### config.mk
export PLATFORM = sky130hd
export DESIGN_NAME = shift_sequencer
export DESIGN_NICKNAME = d
export VERILOG_FILES = /design/src/rtl/arm_shift_pkg.sv /design/src/rtl/shift_step.sv /design/src/rtl/shift_sequencer.sv
export SDC_FILE = /design/constraint.sdc
export NUM_CORES = 1
export LEC_CHECK = 0
export ABC_AREA = 1
export BUFFER_PORTS_ARGS = -buffer_cell sky130_fd_sc_hd__buf_2
export CORE_MARGIN = 2
export CORE_UTILIZATION = 55
export DETAILED_ROUTE_END_ITERATION = 10
export PLACE_DENSITY = 0.88
export SYNTH_ARGS = -nofsm -noshare
export SYNTH_HDL_FRONTEND = slang
export SYNTH_HIERARCHICAL = 1
export SYNTH_SLANG_ARGS = --single-unit
### constraint.sdc
create_clock -name clk -period 1.63 [get_ports clk]
set_input_delay 0.326 -clock clk [delete_from_list [all_inputs] [get_ports clk]]
set_output_delay 0.326 -clock clk [all_outputs]
set_load 0.01 [all_outputs]
### src/rtl/arm_shift_pkg.sv
// Shared encodings and operand decode for the iterative ARM shifter-operand unit.
package arm_shift_pkg;

   localparam logic [1:0] SH_LSL = 2'b00;
   localparam logic [1:0] SH_LSR = 2'b01;
   localparam logic [1:0] SH_ASR = 2'b10;
   localparam logic [1:0] SH_ROR = 2'b11;

   typedef enum logic [1:0] {
      ST_IDLE  = 2'd0,
      ST_SHIFT = 2'd1,
      ST_DONE  = 2'd2
   } state_t;

   // rrx marks a ROR #0 in register form: one step that feeds the latched C in at bit 31.
   typedef struct packed {
      logic [31:0] dat;
      logic [1:0]  sh_type;
      logic        rrx;
      logic [5:0]  cnt;
   } shift_op_t;

   function automatic shift_op_t decode_op(input logic        imm_sel,
                                           input logic [11:0] operand,
                                           input logic [31:0] rm);
      shift_op_t  op;
      logic [4:0] imm5;
      imm5       = operand[11:7];
      op.dat     = rm;
      op.sh_type = operand[6:5];
      op.rrx     = 1'b0;
      op.cnt     = {1'b0, imm5};
      if (imm_sel) begin
         op.dat     = {24'b0, operand[7:0]};
         op.sh_type = SH_ROR;
         op.cnt     = {1'b0, operand[11:8], 1'b0};
      end else if (imm5 == 5'd0) begin
         // A zero amount re-encodes LSR/ASR as #32 and ROR as RRX.
         case (operand[6:5])
            SH_LSL:         op.cnt = 6'd0;
            SH_LSR, SH_ASR: op.cnt = 6'd32;
            default: begin
               op.rrx = 1'b1;
               op.cnt = 6'd1;
            end
         endcase
      end
      return op;
   endfunction

endpackage

### src/rtl/shift_step.sv
// Single-bit shift/rotate step with the bit shifted out.
// Latency: combinational.
// Backpressure: none; pure function of its inputs.
module shift_step
   import arm_shift_pkg::*;
(
   input  logic [31:0] data,
   input  logic [1:0]  sh_type,
   input  logic        rrx,
   input  logic        c_in,
   output logic [31:0] next,
   output logic        shifted_out
);

   always_comb begin
      next        = data;
      shifted_out = 1'b0;
      if (rrx) begin
         next        = {c_in, data[31:1]};
         shifted_out = data[0];
      end else begin
         case (sh_type)
            SH_LSL: begin
               next        = {data[30:0], 1'b0};
               shifted_out = data[31];
            end
            SH_LSR: begin
               next        = {1'b0, data[31:1]};
               shifted_out = data[0];
            end
            SH_ASR: begin
               next        = {data[31], data[31:1]};
               shifted_out = data[0];
            end
            default: begin
               // After a one-bit rotate the carry equals the new bit 31.
               next        = {data[0], data[31:1]};
               shifted_out = data[0];
            end
         endcase
      end
   end

endmodule

### src/rtl/shift_sequencer.sv
// Iterative ARM shifter-operand unit: decode, then one shift/rotate bit per clock.
// Latency: N+1 cycles from the start cycle to the done pulse (N = effective shift count).
// Backpressure: start accepted only while ready; ignored in SHIFT/DONE, no queuing.
module shift_sequencer
   import arm_shift_pkg::*;
(
   input  logic        clk,
   input  logic        rst_n,
   input  logic        start,
   input  logic        imm_sel,
   input  logic [11:0] shifter_operand,
   input  logic [31:0] rm,
   input  logic        c_in,
   output logic        ready,
   output logic        busy,
   output logic        done,
   output logic [31:0] result,
   output logic        carry_out
);

   state_t      state;
   shift_op_t   op_q;
   shift_op_t   op_dec;
   logic        cin_q;
   logic [31:0] step_next;
   logic        step_out;

   assign op_dec = decode_op(imm_sel, shifter_operand, rm);

   shift_step u_step (
      .data        (op_q.dat),
      .sh_type     (op_q.sh_type),
      .rrx         (op_q.rrx),
      .c_in        (cin_q),
      .next        (step_next),
      .shifted_out (step_out)
   );

   always_ff @(posedge clk or negedge rst_n) begin
      if (!rst_n) begin
         state     <= ST_IDLE;
         op_q      <= '0;
         cin_q     <= 1'b0;
         result    <= '0;
         carry_out <= 1'b0;
         done      <= 1'b0;
         ready     <= 1'b1;
         busy      <= 1'b0;
      end else begin
         case (state)
            ST_IDLE: begin
               done <= 1'b0;
               if (start) begin
                  op_q  <= op_dec;
                  cin_q <= c_in;
                  ready <= 1'b0;
                  if (op_dec.cnt == 6'd0) begin
                     state     <= ST_DONE;
                     result    <= op_dec.dat;
                     carry_out <= c_in;
                     done      <= 1'b1;
                  end else begin
                     state <= ST_SHIFT;
                     busy  <= 1'b1;
                  end
               end
            end
            ST_SHIFT: begin
               op_q.dat <= step_next;
               op_q.cnt <= op_q.cnt - 6'd1;
               // Outputs load with the final step so they are valid alongside done.
               if (op_q.cnt == 6'd1) begin
                  state     <= ST_DONE;
                  busy      <= 1'b0;
                  result    <= step_next;
                  carry_out <= step_out;
                  done      <= 1'b1;
               end
            end
            ST_DONE: begin
               done  <= 1'b0;
               ready <= 1'b1;
               state <= ST_IDLE;
            end
            default: begin
               state <= ST_IDLE;
               ready <= 1'b1;
               busy  <= 1'b0;
               done  <= 1'b0;
            end
         endcase
      end
   end

endmodule

==> metrics, run 1 <==
number of I/O port buffers=84; async set-or-reset flop fraction in the synthesized netlist=100%; CTS Buffer Depth=2; Internal Pwr Total=5.51 mW; count leader, synth=nand2_1; first-pass iteration count of the detailed router=5; Mapped Area=4340 um^2; status=finished, final reports clean; Arr. time, crit path=1.83 ns; top cells by count, synth=351 x nand2_1, 79 x dfrtp_1, 41 x nand3_1, 24 x nor2_1; die width=92.8 um; WP buf/inv=3; GR Util met3=4.56%; CTS tree=yes; CTS sink count=80; clk_skew=0.0128 ns; Crit Path Class=reg -> reg; leak pwr=3.02 nW; Overall Global Routing Usage=27.0%; type of the worst min-delay path=in -> reg; DRC violations left=0; nets=762; met1 usage=37.1%; normalized max-slew margin=79.4%; Finish-stage setup viols=0; Syn Inst Count=618; Clock Latency Late Sink=0.36 ns; Die Y=92.8 um; Worst Tran Pin Value=0.306 ns; total clock buffers created by CTS=9; minimum clock period=1.54 ns; Area Overhead vs Synth=20.2%; Syn Area/Cell=7.02 um^2; Max Cap Viol=0; die area=8610 um^2; ANT nets after route=0; RSZ-0062 raised after global routing=true; Clock Pin Slew Worst Setup and Hold Paths=0.09 ns; first-pass GRT wire length=18400 um; post-synthesis sequential area ratio=46.2%; top cell type's share of synthesized area=45.6%; Fillers=660; Max stage delay on crit path=0.40 ns; Post-synth top flop=dfrtp_1; Vias=4200; GRT busiest layer=met2; Worst Path Required=1.92 ns; crit share post-route=94.2%; DRT Wirelength=10800 um; synth warn=6; post-route cell area=5210 um^2; Top delay family on crit path=simple AND/OR/NAND/NOR gates; Clock power frac=16.7%; initial antenna violation count=0; setup_tns=0 ns; Post-synth EDFFs=0; CP Max Fanout=21; most used cell, CP=inv_2; core area=7690 um^2; Initial Utilization=56.4%; CP startpoint kind=flip-flop; fin. max-slew vios=0; critical path capture point type=flip-flop; largest net degree at the start of global routing=39; Placement Cell Area=4950 um^2; global-route congestion overflow total=0; slowest CP cell=dfrtp_1; Reg power frac=33.6%; DP HPWL=7560 um; Synth Register Bits=80; WL/cell=13.2 um; Unique masters post-synth=28; Synth Net Count=671; Sw Share=44.4%; # diodes=0; Logic pwr share=49.8%; fmax=651 MHz; Area contributors post-synth=dfrtp_1 46%, nand2_1 30%, nand3_1 4.7%; Starting DRT DRC Count=329; P_sw=4.40 mW; clk root buf=clkbuf_8; PwrDens=1900 nW/um^2; share of cells above drive strength 1=22.0%; met2 Use GR=43.3%; routed vias/inst=5.15; Max IR drop VDD=0.00121 V; H-tree depth=3; number of global-route vias before repair=3942; largest area contributor in the netlist=dfrtp_1; CP Cell Sequence=inv_2 > ha_1 > nand4_1 > nand2_2 > inv_2 > nor2_8 > buf_6 > nand3_1 > nand2_1; Placement Rows=32; GP Congestion=0.866; Ports=85; final hold vios=0
[final timing paths]
kind                            startpoint         end  slack (ns)  depth (start not counted)
worst max-delay path               op_q[1]  result[31]        0.09                          9
worst min-delay path                rm[19]    op_q[28]        0.27                          5
worst max register to register     op_q[1]  result[31]        0.09                          9
worst min register to register  result[26]  result[26]        0.47                          2
max in group asynchronous            rst_n  result[31]        0.75                          3
min in group asynchronous            rst_n    op_q[11]        0.38                          2
[flip-flops by register name, summed over array words and instances, names as in the netlist]
| register | flops |
|---|---|
| busy | 1 |
| carry_out | 1 |
| cin_q | 1 |
| done | 1 |
| op_q | 41 |
| ready | 1 |
| result | 32 |
| state | 2 |
[worst reg2reg max path, cell delays in order (launching register included)]
cell     delay (ns)
dfrtp_1        0.40
inv_2          0.08
ha_1           0.16
nand4_1        0.12
nand2_2        0.11
inv_2          0.07
nor2_8         0.12
buf_6          0.20
nand3_1        0.12
nand2_1        0.09
[cells in the final DEF, fill, tap and decap left out, types with 2 or more instances in the layout]
cell,n
ha_1,4
inv_1,16
nand2_1,348
buf_4,19
a31oi_1,4
clkbuf_8,10
buf_12,6
dfrtp_1,79
or2_2,2
bufinv_16,2
o21ai_1,10
a21oi_1,6
nand2_2,13
inv_2,10
nor2_4,2
nand3_1,41
buf_2,83
o21ai_0,18
nor2_1,24
[per-layer routing]
| layer | vias to the layer above | wire, um |
|---|---|---|
| li1 | 2101 | - |
| met1 | 1913 | 4780 |
| met2 | 163 | 5110 |
| met3 | 23 | 640 |
| met4 | 0 | 252 |
| met5 | - | 0 |
[per-stage QoR]
stage          util, %  hold slack (ns)  setup slack, ns  total power [mW]  std cells
2_1_floorplan        -           0.0304            0.144              6.61        618
3_3_place_gp      64.4            0.227          -0.0357              7.98        797
3_5_place_dp      64.4            0.229           -0.133              8.16        797
4_1_cts           67.4            0.264           0.0330              9.82        813
5_1_grt           67.8            0.294          -0.0110              10.8        815
6_report          67.8            0.272           0.0950              9.91        815
[cell families after synthesis]
family / after synthesis / share of synthesized area (%)
buffers and inverters: 57 / 6.66
AOI/OAI and AO/OA: 43 / 5.40
and+or+nand+nor: 434 / 40.6
DFF: 80 / 46.2
adders and majority gates: 4 / 1.15
[cell type report]
| class | count | area (um^2) | area share (%) |
|---|---|---|---|
| Clock buffer | 10 | 138 | 2.64 |
| Clock inverter | 5 | 81.3 | 1.56 |
| Inverter | 27 | 106 | 2.04 |
| Multi-Input combinational cell | 481 | 2060 | 39.5 |
| Sequential cell | 80 | 2000 | 38.4 |
| Tap cell | 102 | 128 | 2.45 |
| Timing Repair Buffer | 110 | 699 | 13.4 |
[timing repair]
action,4_1_cts,5_1_grt
hold endpoints to repair,15,0
hold buffers,1,0
gates resized for setup,0,8
setup buffers,0,2
endpoints found under the setup margin,0,34
[power by group through the flow]
| stage | Clock [mW] | Combinational (mW) | Sequential, mW |
|---|---|---|---|
| 2_1_floorplan | 0 | 3.20 | 3.41 |
| 3_3_place_gp | 0 | 4.67 | 3.31 |
| 3_5_place_dp | 0 | 4.82 | 3.34 |
| 4_1_cts | 1.66 | 4.84 | 3.31 |
| 5_1_grt | 1.75 | 5.61 | 3.41 |
| 6_report | 1.65 | 4.93 | 3.33 |
Power figures use the tool's default switching activity.
==> run 2, diff against run 1 <==
Settings changed: CORE_ASPECT_RATIO set to 0.75.
==> run 2 against run 1 <==
Sequential power hardly changed; non-clock buffer count stayed put; utilization is 0.91 points lower; cell area is 0.19% lower; clock power is 21% lower; first-iteration DRC count is 12% higher; critical path type unchanged; largest power group unchanged; highest routed layer unchanged.
==> metrics, run 2 (synthesis results as in run 1) <==
status=finished, final reports clean (unchanged); WP buf/inv=3 (unchanged); share of cells above drive strength 1=21.7% (was 22.0%); Clock Latency Late Sink=0.35 ns (was 0.36 ns); ANT nets after route=0 (unchanged); minimum clock period=1.55 ns (was 1.54 ns); Vias=4305 (was 4200); max reg flops=41 (unchanged); H-tree depth=3 (unchanged); Max Cap Viol=0 (unchanged); final cell count without fillers=819 (was 815); DP HPWL=7830 um (was 7560 um); initial antenna violation count=0 (unchanged); global-route congestion overflow total=0 (unchanged); number of global-route vias before repair=4076 (was 3942); CTS Buffer Depth=2 (unchanged); CTS sink count=80 (unchanged); Max IR drop VDD=0.00114 V (was 0.00121 V); Top delay family on crit path=simple AND/OR/NAND/NOR gates (unchanged); normalized max-slew margin=79.3% (was 79.4%); number of I/O port buffers=84 (unchanged); slowest CP cell=dfrtp_1 (unchanged); clk_skew=0.00690 ns (was 0.0128 ns); Area Overhead vs Synth=20.0% (was 20.2%); GP Congestion=0.835 (was 0.866); most used cell, CP=nand2_1 (was inv_2); CP Max Fanout=16 (was 21); Arr. time, crit path=1.84 ns (was 1.83 ns); die width=107 um (was 92.8 um); fmax=644 MHz (was 651 MHz); nets=762 (unchanged); total clock buffers created by CTS=9 (unchanged); leak pwr=3.01 nW (was 3.02 nW); top flop regs=op_q: 41 flops, result: 32 flops, state: 2 flops (unchanged); fin. max-slew vios=0 (unchanged); CP Cell Sequence=nor2_1 > nor2_4 > buf_4 > inv_2 > buf_12 > nand2_1 > nand2_1 (was inv_2 > ha_1 > nand4_1 > nand2_2 > inv_2 > nor2_8 > buf_6 > nand3_1 > nand2_1); DRT Wirelength=11000 um (was 10800 um); clk root buf=clkbuf_8 (unchanged); routed vias/inst=5.26 (was 5.15); CP startpoint kind=flip-flop (unchanged); Die Y=80.9 um (was 92.8 um); RSZ-0062 raised after global routing=false (was true); Overall Global Routing Usage=27.7% (was 27.0%); Ports=85 (unchanged); critical path capture point type=flip-flop (unchanged); PwrDens=1860 nW/um^2 (was 1900 nW/um^2); cell total after placement=802 (was 797); core area=7780 um^2 (was 7690 um^2); WL/cell=13.5 um (was 13.2 um); # Post-CTS Setup Buffers=0 (unchanged); Finish-stage setup viols=0 (unchanged); Largest Register=op_q (unchanged); type of the worst min-delay path=in -> reg (unchanged); final hold vios=0 (unchanged); Placement Rows=28 (was 32); WHS=0.274 ns (was 0.272 ns); Tot Pwr=9.68 mW (was 9.91 mW); Worst Path Required=1.92 ns (about the same); Max stage delay on crit path=0.45 ns (was 0.40 ns); Clock Pin Slew Worst Setup and Hold Paths=0.08 ns (was 0.09 ns); DRC violations left=0 (unchanged); Starting DRT DRC Count=367 (was 329); Crit Path Class=reg -> reg (unchanged); crit share post-route=95.2% (was 94.2%); die area=8620 um^2 (was 8610 um^2); most frequent cells in the layout=350 x nand2_1, 83 x buf_2, 79 x dfrtp_1, 41 x nand3_1, 23 x nor2_1 (was 348 x nand2_1, 83 x buf_2, 79 x dfrtp_1, 41 x nand3_1, 24 x nor2_1); commonest non-fill, non-tap cell in the layout=nand2_1 (unchanged); CTS tree=yes (unchanged); Worst Tran Pin Value=0.307 ns (was 0.306 ns); # diodes=0 (unchanged); first-pass GRT wire length=18700 um (was 18400 um); largest net degree at the start of global routing=46 (was 39); first-pass iteration count of the detailed router=5 (unchanged); Initial Utilization=55.8% (was 56.4%)
## run 2: cell count changes in the layout (fill, tap and decap cells not counted), moves of 2 or more
cell / before / now
bufinv_16: 2 / 0
clkinvlp_4: 1 / 3
buf_4: 19 / 17
buf_12: 6 / 9
nand2_1: 348 / 350
nand2_2: 13 / 11
## run 2: metal layers
metal	wire [um]	GRT usage [%]
met5	0	0
met4	163	9.09
met3	837	5.22
met2	5190	46.3
met1	4860	36.9
## run 2: path summary, 6_finish.rpt
path | start | endpoint | slack (ns) | cells past startpoint
worst max-delay path | state[1] | op_q[36] | 0.08 | 7
worst min-delay path | c_in | cin_q | 0.27 | 3
worst max register to register | state[1] | op_q[36] | 0.08 | 7
worst min register to register | result[31] | result[31] | 0.47 | 2
max in group asynchronous | rst_n | op_q[39] | 0.88 | 3
min in group asynchronous | rst_n | op_q[2] | 0.32 | 2
## run 2: tightest hold or removal path: stages
cell,delay [ns]
buf_2,0.10
inv_1,0.06
o21ai_0,0.09
## run 2: area by class of cell
class / instances / area [um^2]
Clock buffer: 11 / 141
Clock inverter: 5 / 32.5
Fill cell: 677 / 2570
Inverter: 27 / 106
Multi-Input combinational cell: 481 / 2050
Sequential cell: 80 / 2000
Tap cell: 105 / 131
Timing Repair Buffer: 110 / 733
## run 2: timing repair
| item | in CTS | in global routing |
|---|---|---|
| hold buffers | 1 | 0 |
| resized for setup | 0 | 6 |
| hold endpoints to repair | 79 | 0 |
| endpoints found under the setup margin | 0 | 14 |
## run 2: power breakdown
part	internal [mW]	switching [mW]
Clock	0.589	0.709
Combinational	1.88	3.14
Sequential	2.79	0.567
Total	5.26	4.42
## run 2: stage by stage
stage               util, %  setup TNS, ns  setup slack (ns)  instance area [um^2]
floorplan                 -              0             0.144                  4340
global placement       64.4          -1.11           -0.0405                  5010
detailed placement     64.4          -1.93           -0.0757                  5010
CTS                    66.7              0            0.0252                  5190
global route           66.9              0            0.0123                  5200
finish                 66.9              0            0.0775                  5200
